### src/rtl/pdh_pkg.sv
// rtl/pdh_pkg.sv - shared state encoding and DAC code constants for the PDH DAC transmitter
package pdh_pkg;

    // Encodings are visible on state_o, so they are fixed.
    typedef enum logic [1:0] {
        ST_IDLE  = 2'b00,
        ST_PRIME = 2'b01,
        ST_RUN   = 2'b10,
        ST_PARK  = 2'b11
    } pdh_state_t;

    // Signed 14-bit DAC code limits.
    localparam int DAC_CODE_MAX = 8191;
    localparam int DAC_CODE_MIN = -8192;

    // Each DAC channel occupies one 16-bit lane of the output word.
    localparam int LANE_WIDTH = 16;

    // Two's-complement zero is mid-scale on the DAC.
    localparam logic [LANE_WIDTH-1:0] LANE_MID = '0;

endpackage

### src/rtl/pdh_sample_fifo.sv
// rtl/pdh_sample_fifo.sv - two-entry sample-pair buffer with synchronous flush
//
// Ports:
//   clk, rst_n  clock and synchronous active-low reset
//   flush       empties the buffer on the next edge; overrides push and pop
//   push        write push_data at the tail (caller guarantees level < 2)
//   push_data   packed sample word to store
//   pop         drop the head (caller guarantees level > 0)
//   pop_data    current head word, valid whenever level > 0
//   level       number of stored entries, 0..2
module pdh_sample_fifo #(
    parameter int WIDTH = 32
) (
    input  logic             clk,
    input  logic             rst_n,
    input  logic             flush,
    input  logic             push,
    input  logic [WIDTH-1:0] push_data,
    input  logic             pop,
    output logic [WIDTH-1:0] pop_data,
    output logic [1:0]       level
);

    logic [WIDTH-1:0] mem [2];
    logic             wr_ptr;
    logic             rd_ptr;

    always_ff @(posedge clk) begin
        if (!rst_n || flush) begin
            wr_ptr <= 1'b0;
            rd_ptr <= 1'b0;
            level  <= 2'd0;
        end else begin
            if (push) begin
                wr_ptr <= ~wr_ptr;
            end
            if (pop) begin
                rd_ptr <= ~rd_ptr;
            end
            // Push and pop together at level 1 leave the level unchanged.
            level <= level + {1'b0, push} - {1'b0, pop};
        end
    end

    // Storage needs no reset: level gates every read.
    always_ff @(posedge clk) begin
        if (push && !flush) begin
            mem[wr_ptr] <= push_data;
        end
    end

    assign pop_data = mem[rd_ptr];

endmodule

### src/rtl/pdh_dac_tx.sv
// rtl/pdh_dac_tx.sv - saturating two-channel sample packer and stream source for the PDH DAC
//
// Ports:
//   clk, rst_n         125 MHz clock, synchronous active-low reset
//   enable             level; run the output stream
//   din_1, din_2       signed channel samples, saturated to 14 bits at push
//   din_valid          input pair offered
//   din_ready          input pair accepted when din_valid is also high
//   M_AXIS_tdata       {ch2 lane, ch1 lane}, each a sign-extended 14-bit code
//   M_AXIS_tvalid      output word valid (RUN and PARK)
//   M_AXIS_tready      DAC sink accepts the word
//   clr_status         pulse; clears underrun_count and sat_seen
//   underrun_count     saturating count of repeated words
//   sat_seen           sticky flag, some pushed sample was clipped
//   state_o            current FSM state code
module pdh_dac_tx
    import pdh_pkg::*;
#(
    parameter int DAC_DATA_WIDTH   = 14,
    parameter int SAMPLE_WIDTH     = 16,
    parameter int AXIS_TDATA_WIDTH = 32,
    parameter int CNT_WIDTH        = 16
) (
    input  logic                          clk,
    input  logic                          rst_n,
    input  logic                          enable,
    input  logic signed [SAMPLE_WIDTH-1:0] din_1,
    input  logic signed [SAMPLE_WIDTH-1:0] din_2,
    input  logic                          din_valid,
    output logic                          din_ready,
    output logic [AXIS_TDATA_WIDTH-1:0]   M_AXIS_tdata,
    output logic                          M_AXIS_tvalid,
    input  logic                          M_AXIS_tready,
    input  logic                          clr_status,
    output logic [CNT_WIDTH-1:0]          underrun_count,
    output logic                          sat_seen,
    output logic [1:0]                    state_o
);

    localparam logic signed [SAMPLE_WIDTH-1:0] SAT_HI  = SAMPLE_WIDTH'(DAC_CODE_MAX);
    localparam logic signed [SAMPLE_WIDTH-1:0] SAT_LO  = SAMPLE_WIDTH'(DAC_CODE_MIN);
    localparam logic [DAC_DATA_WIDTH-1:0]      CODE_HI = DAC_DATA_WIDTH'(DAC_CODE_MAX);
    localparam logic [DAC_DATA_WIDTH-1:0]      CODE_LO = DAC_DATA_WIDTH'(DAC_CODE_MIN);
    localparam logic [AXIS_TDATA_WIDTH-1:0]    MID_WORD =
        AXIS_TDATA_WIDTH'({LANE_MID, LANE_MID});

    pdh_state_t                  state;
    logic [DAC_DATA_WIDTH-1:0]   code_1;
    logic [DAC_DATA_WIDTH-1:0]   code_2;
    logic                        clip_1;
    logic                        clip_2;
    logic [LANE_WIDTH-1:0]       lane_1;
    logic [LANE_WIDTH-1:0]       lane_2;
    logic [AXIS_TDATA_WIDTH-1:0] push_word;
    logic [AXIS_TDATA_WIDTH-1:0] head_word;
    logic [1:0]                  level;
    logic                        fifo_empty;
    logic                        push;
    logic                        pop;
    logic                        flush;
    logic                        handshake;
    logic                        underrun_inc;

    // Saturate both channels to the signed 14-bit DAC range.
    always_comb begin
        code_1 = din_1[DAC_DATA_WIDTH-1:0];
        clip_1 = 1'b0;
        if (din_1 > SAT_HI) begin
            code_1 = CODE_HI;
            clip_1 = 1'b1;
        end else if (din_1 < SAT_LO) begin
            code_1 = CODE_LO;
            clip_1 = 1'b1;
        end

        code_2 = din_2[DAC_DATA_WIDTH-1:0];
        clip_2 = 1'b0;
        if (din_2 > SAT_HI) begin
            code_2 = CODE_HI;
            clip_2 = 1'b1;
        end else if (din_2 < SAT_LO) begin
            code_2 = CODE_LO;
            clip_2 = 1'b1;
        end
    end

    assign lane_1    = {{(LANE_WIDTH-DAC_DATA_WIDTH){code_1[DAC_DATA_WIDTH-1]}}, code_1};
    assign lane_2    = {{(LANE_WIDTH-DAC_DATA_WIDTH){code_2[DAC_DATA_WIDTH-1]}}, code_2};
    assign push_word = AXIS_TDATA_WIDTH'({lane_2, lane_1});

    // Ready comes only from registered state and level, so a same-cycle
    // pop never opens a slot for a push.
    assign din_ready  = (state != ST_IDLE) && (level < 2'd2);
    assign fifo_empty = (level == 2'd0);
    assign push       = din_valid && din_ready;
    assign handshake  = M_AXIS_tvalid && M_AXIS_tready;

    assign pop = ((state == ST_PRIME) && enable && !fifo_empty) ||
                 ((state == ST_RUN) && handshake && enable && !fifo_empty);

    // Every way into IDLE discards buffered samples.
    assign flush = ((state == ST_PRIME) && !enable) ||
                   ((state == ST_PARK) && handshake);

    assign underrun_inc = (state == ST_RUN) && handshake && enable && fifo_empty;

    pdh_sample_fifo #(
        .WIDTH (AXIS_TDATA_WIDTH)
    ) u_fifo (
        .clk       (clk),
        .rst_n     (rst_n),
        .flush     (flush),
        .push      (push),
        .push_data (push_word),
        .pop       (pop),
        .pop_data  (head_word),
        .level     (level)
    );

    always_ff @(posedge clk) begin
        if (!rst_n) begin
            state          <= ST_IDLE;
            M_AXIS_tdata   <= '0;
            M_AXIS_tvalid  <= 1'b0;
            underrun_count <= '0;
            sat_seen       <= 1'b0;
        end else begin
            // Clear beats a coincident increment or clip.
            if (clr_status) begin
                underrun_count <= '0;
                sat_seen       <= 1'b0;
            end else begin
                if (underrun_inc && (underrun_count != {CNT_WIDTH{1'b1}})) begin
                    underrun_count <= underrun_count + 1'b1;
                end
                if (push && (clip_1 || clip_2)) begin
                    sat_seen <= 1'b1;
                end
            end

            case (state)
                ST_IDLE: begin
                    if (enable) begin
                        state <= ST_PRIME;
                    end
                end
                ST_PRIME: begin
                    if (!enable) begin
                        state <= ST_IDLE;
                    end else if (!fifo_empty) begin
                        M_AXIS_tdata  <= head_word;
                        M_AXIS_tvalid <= 1'b1;
                        state         <= ST_RUN;
                    end
                end
                ST_RUN: begin
                    // The current word is only replaced on a handshake, so a
                    // disable waits for the sink rather than retracting data.
                    if (handshake) begin
                        if (!enable) begin
                            M_AXIS_tdata <= MID_WORD;
                            state        <= ST_PARK;
                        end else if (!fifo_empty) begin
                            M_AXIS_tdata <= head_word;
                        end
                    end
                end
                ST_PARK: begin
                    if (handshake) begin
                        M_AXIS_tvalid <= 1'b0;
                        state         <= ST_IDLE;
                    end
                end
                default: begin
                    state <= ST_IDLE;
                end
            endcase
        end
    end

    assign state_o = state;

endmodule

### config.mk
export PLATFORM = sky130hd
export DESIGN_NAME = pdh_dac_tx
export DESIGN_NICKNAME = d
export VERILOG_FILES = /design/src/rtl/pdh_pkg.sv /design/src/rtl/pdh_sample_fifo.sv /design/src/rtl/pdh_dac_tx.sv
export SDC_FILE = /design/constraint.sdc
export NUM_CORES = 1
export LEC_CHECK = 0
export BUFFER_PORTS_ARGS = -buffer_cell sky130_fd_sc_hd__clkbuf_2
export CAP_MARGIN = 20
export CORE_AREA = 5 5 97 189
export DETAILED_ROUTE_END_ITERATION = 12
export DIE_AREA = 0 0 102 194
export GPL_ROUTABILITY_DRIVEN = 1
export SETUP_SLACK_MARGIN = 0.2
export SKIP_LAST_GASP = 1
export SYNTH_ARGS = -nofsm -noshare
export SYNTH_HDL_FRONTEND = slang
export SYNTH_SLANG_ARGS = --single-unit
export TNS_END_PERCENT = 30
### constraint.sdc
create_clock -name clk -period 3.4 [get_ports clk]
set_input_delay 0 -clock clk [delete_from_list [all_inputs] [get_ports clk]]
set_output_delay 0 -clock clk [all_outputs]
set_load 0.01 [all_outputs]
==> qor.yml <==
detailed_routing:
  avgRoutedWirePerCell_um: 13.9
  antenna_left: 0
  route.detailed.drc: 0
  num_vias: 3859
  drt_iter0_markers: 107
  wirelength_um: 11400
  drtPass1Iterations: 4
  via_per_inst: 4.68
global_route:
  antenna_found_initial: 0
  pin_count_of_the_biggest_net_entering_global_routing: 31
  grt.total_usage: 0.121
  grt_pass1_wl_um: 18500
  grt_pass1_vias: 3885
  global_route.overflow_total: 0
worst_setup_path:
  end_kind: "flop"
  cp_slowest_stage_delay_ns: 0.70
  number_of_gates_on_the_worst_path_with_buffers_counted: 5
  timing.critical_path.from_type: "flop"
  worst_setup_path_endpoint: "M_AXIS_tdata[8]$_SDFFE_PN0P_"
  critical_path.max_fanout: 30
  cp_top_family: "compound AO/OA/AOI/OAI gates"
  crit-reg2reg-capture: "M_AXIS_tdata[8]$_SDFFE_PN0P_"
  regToRegSetupSlack_ns: 1.13
  critical_path_buf_inv_count: 1
  crit_chain: "nand4_1, a21oi_4, buf_4, nor2_1, a211oi_1"
  critical_path_arrival_ns: 2.58
  timing.setup.critical_path_class: "reg -> reg"
  worstRegToRegCells: 5
  worst-endpoint-required_ns: 3.71
  cp_slowest_cell: "sky130_fd_sc_hd__a21oi_4"
power:
  powerDensity_mw_per_mm2: 547
  power.share.sequential: 0.426
  internal-power_mw: 2.76
  vdd_drop_max_uv: 232
  swShare: 0.208
  clockPowerShare: 0.511
  p_total_mw: 3.49
  total_switching_power_mw: 0.727
  power_frac_comb: 0.063
  p_leak_nw: 2.36
synth:
  synth.yosys.seq_area_share: 0.577
  ys_async_sr_fraction: 0
  synth_largest_type_area_fraction: 0.344
  post_synth_and_or_nand_nor_area_fraction: 0.197
  post-synth-top-count-cell: "sky130_fd_sc_hd__nor2_1"
  ys_types: 38
  postSynthRegisterBits: 113
  synthXorXnorAreaFrac: 0.0322
  synth-compound-area-share: 0.0951
  synth.top_cells.by_count: "132 x sky130_fd_sc_hd__nor2_1, 57 x sky130_fd_sc_hd__dfxtp_1, 56 x sky130_fd_sc_hd__edfxtp_1"
  synth_edf_count: 56
  yosysWarningCount: 0
  ys_dominant_reg_cell: "sky130_fd_sc_hd__dfxtp_1"
  syn-num-nets: 540
  synth.cell_area_sq_mm: 0.00489
  synth_top_family_by_area: "simple AND/OR/NAND/NOR gates"
  post_synth.cell_area_avg_sq_um: 9.81
  synth.area.mux_share: 0.0601
  synth_top_cells_by_area: "sky130_fd_sc_hd__edfxtp_1 34%, sky130_fd_sc_hd__dfxtp_1 23%, sky130_fd_sc_hd__nor2_1 10%, sky130_fd_sc_hd__mux2i_1 5.3%, sky130_fd_sc_hd__a211oi_1 4.0%"
  leading_area_contributor_after_synthesis: "sky130_fd_sc_hd__edfxtp_1"
  synthesis.instances: 499
  synthAdderAreaFrac: 0.00767
floorplan:
  floorplan.initialDensity: 0.293
  dieHeight_um: 194
  boundaryPins: 91
  chipWidth_um: 102
  dieArea_sq_mm: 0.0198
  std_cell_rows: 67
  core_sq_mm: 0.0167
run:
  maxCapViolations: 0
layout:
  layout.cells.non_filler: 825
  fill_cells: 1648
  synthToLayoutAreaGrowth_pct: 30.3
  num_antenna_cells: 0
  num-nets-final: 646
  post_route_cells_drive_above_1_share: 0.215
cts:
  htree_num_levels: 4
  insertion_delay_ns: 0.41
  clock_slew_at_the_register_clock_pins_of_the_worst_setup_and_hold_paths_ns: 0.05
  cts-resized-gates: 0
  clock_path_buffers: 2
  holdBufCountCts: 26
  cts_tree: "yes"
  cts_root_buf: "sky130_fd_sc_hd__clkbuf_16"
  post_cts.repair.setup_buffers: 0
  numClockSinks: 113
  cts_buffers: 17
timing:
  fin_tns_setup_ns: 0
  max_freq_mhz: 441
  grt_setup_unrepaired: "no"
  worst_slew_pin_slew_ns: 0.900
  report.final.hold_viol_count: 0
  final.setup.worst_slack_ns: 1.13
  fin_skew_ns: 0.00654
  drv_slew: 0
  setup_viol: 0
  timing.final.crit_share: 0.668
  timing.final.crit_period_ns: 2.27
  slew_limit_headroom: 0.400
placed_design:
  placement.io_buffers: 90
  dp.cells: 767
  place_congestion: 0.846
  place_worst_setup_slack_ns: 1.15
  place.detailed.hpwl_um: 8240
min_path:
  hold_class: "in -> reg"
  worstHoldPathCells: 3
run_status:
  status: "complete, no violations"
cells by family (layout without fill, tap and decap cells):
family	Yosys count	count (layout)
compound gates	74	74
flops	113	113
xor+xnor	18	18
simple gates	225	225
fa+ha+maj	3	3
buf+inv	37	156
mux	29	29
registers in the layout, indices dropped and copies added (netlist names), named ones only:
signal	cells
sat_seen	1
state_o	1
u_fifo.level	2
u_fifo.wr_ptr	1
M_AXIS_tdata	32
u_fifo.rd_ptr	1
underrun_count	16
M_AXIS_tvalid	1
u_fifo.mem	56
metal layers:
| layer | track usage | vias to the layer above | share of wire |
|---|---|---|---|
| li1 | - | 1944 | - |
| met1 | 0.120 | 1809 | 0.37 |
| met2 | 0.220 | 85 | 0.55 |
| met3 | 0.0331 | 21 | 0.055 |
| met4 | 0.0652 | 0 | 0.029 |
| met5 | 0 | - | 0 |
final cells by class:
| class | instances | area (sq um) | share of cell area |
|---|---|---|---|
| sequential | 113 | 2820 | 0.443 |
| multi-input combinational | 349 | 1940 | 0.304 |
| timing repair buffer | 121 | 748 | 0.117 |
| clock buffer | 17 | 425 | 0.0667 |
| tap | 207 | 259 | 0.0406 |
| clock inverter | 15 | 173 | 0.0271 |
| inverter | 3 | 11.3 | 0.00177 |
worst min path at each step:
| stage | startpoint | endpoint | slack [ns] |
|---|---|---|---|
| after floorplan | rst_n | u_fifo.wr_ptr$_SDFFE_PP0P_ | 0.18 |
| after global placement | din_1[1] | u_fifo.mem[0][1]$_DFFE_PP_ | 0.38 |
| after detailed placement | din_2[1] | u_fifo.mem[0][17]$_DFFE_PP_ | 0.39 |
| after CTS | din_2[9] | u_fifo.mem[1][25]$_DFFE_PP_ | 0.003 |
| after global routing | din_2[9] | u_fifo.mem[0][25]$_DFFE_PP_ | 0.01 |
| final | din_2[9] | u_fifo.mem[1][25]$_DFFE_PP_ | 0.02 |
placed cells by master (no fill, tap or decap), drive strengths merged, types with 3 or more instances in the layout:
master / Yosys / layout
o21ai: 7 / 7
nor4: 4 / 4
and2: 3 / 3
ha: 3 / 3
nand2: 50 / 50
nor3: 9 / 9
nor3b: 3 / 3
edfxtp: 56 / 56
and3: 7 / 7
clkinv: 0 / 10
mux2: 3 / 3
xnor2: 17 / 17
clkbuf: 22 / 107
nand3: 3 / 3
mux2i: 26 / 26
a21boi: 6 / 6
dlygate4sd3: 0 / 26
a21oi: 31 / 31
nand4: 6 / 6
bufinv: 0 / 4
inv: 3 / 3
nor2: 132 / 132
a211oi: 26 / 26
buf: 12 / 5
dfxtp: 57 / 57
metrics by stage:
| step | instance area (sq um) | hold WS (ns) | utilization |
|---|---|---|---|
| floorplan | 4890 | 0.183 | - |
| global placement | 5520 | 0.382 | 0.331 |
| detailed placement | 5520 | 0.390 | 0.331 |
| CTS | 6380 | 0.00335 | 0.382 |
| global route | 6380 | 0.0145 | 0.382 |
| finish | 6380 | 0.0229 | 0.382 |
tightest hold or removal path: stages:
cell,delay [ns]
sky130_fd_sc_hd__clkbuf_2,0.11
sky130_fd_sc_hd__nand2_1,0.07
sky130_fd_sc_hd__a21oi_1,0.08
power by group through the flow:
stage | Clock (mW) | Combinational (mW) | Sequential [mW]
finish | 1.78 | 0.221 | 1.49
global route | 1.89 | 0.251 | 1.49
CTS | 1.83 | 0.224 | 1.49
detailed placement | 0 | 0.200 | 1.51
global placement | 0 | 0.193 | 1.51
floorplan | 0 | 0.130 | 1.51
(Power assumes the default switching activity.)
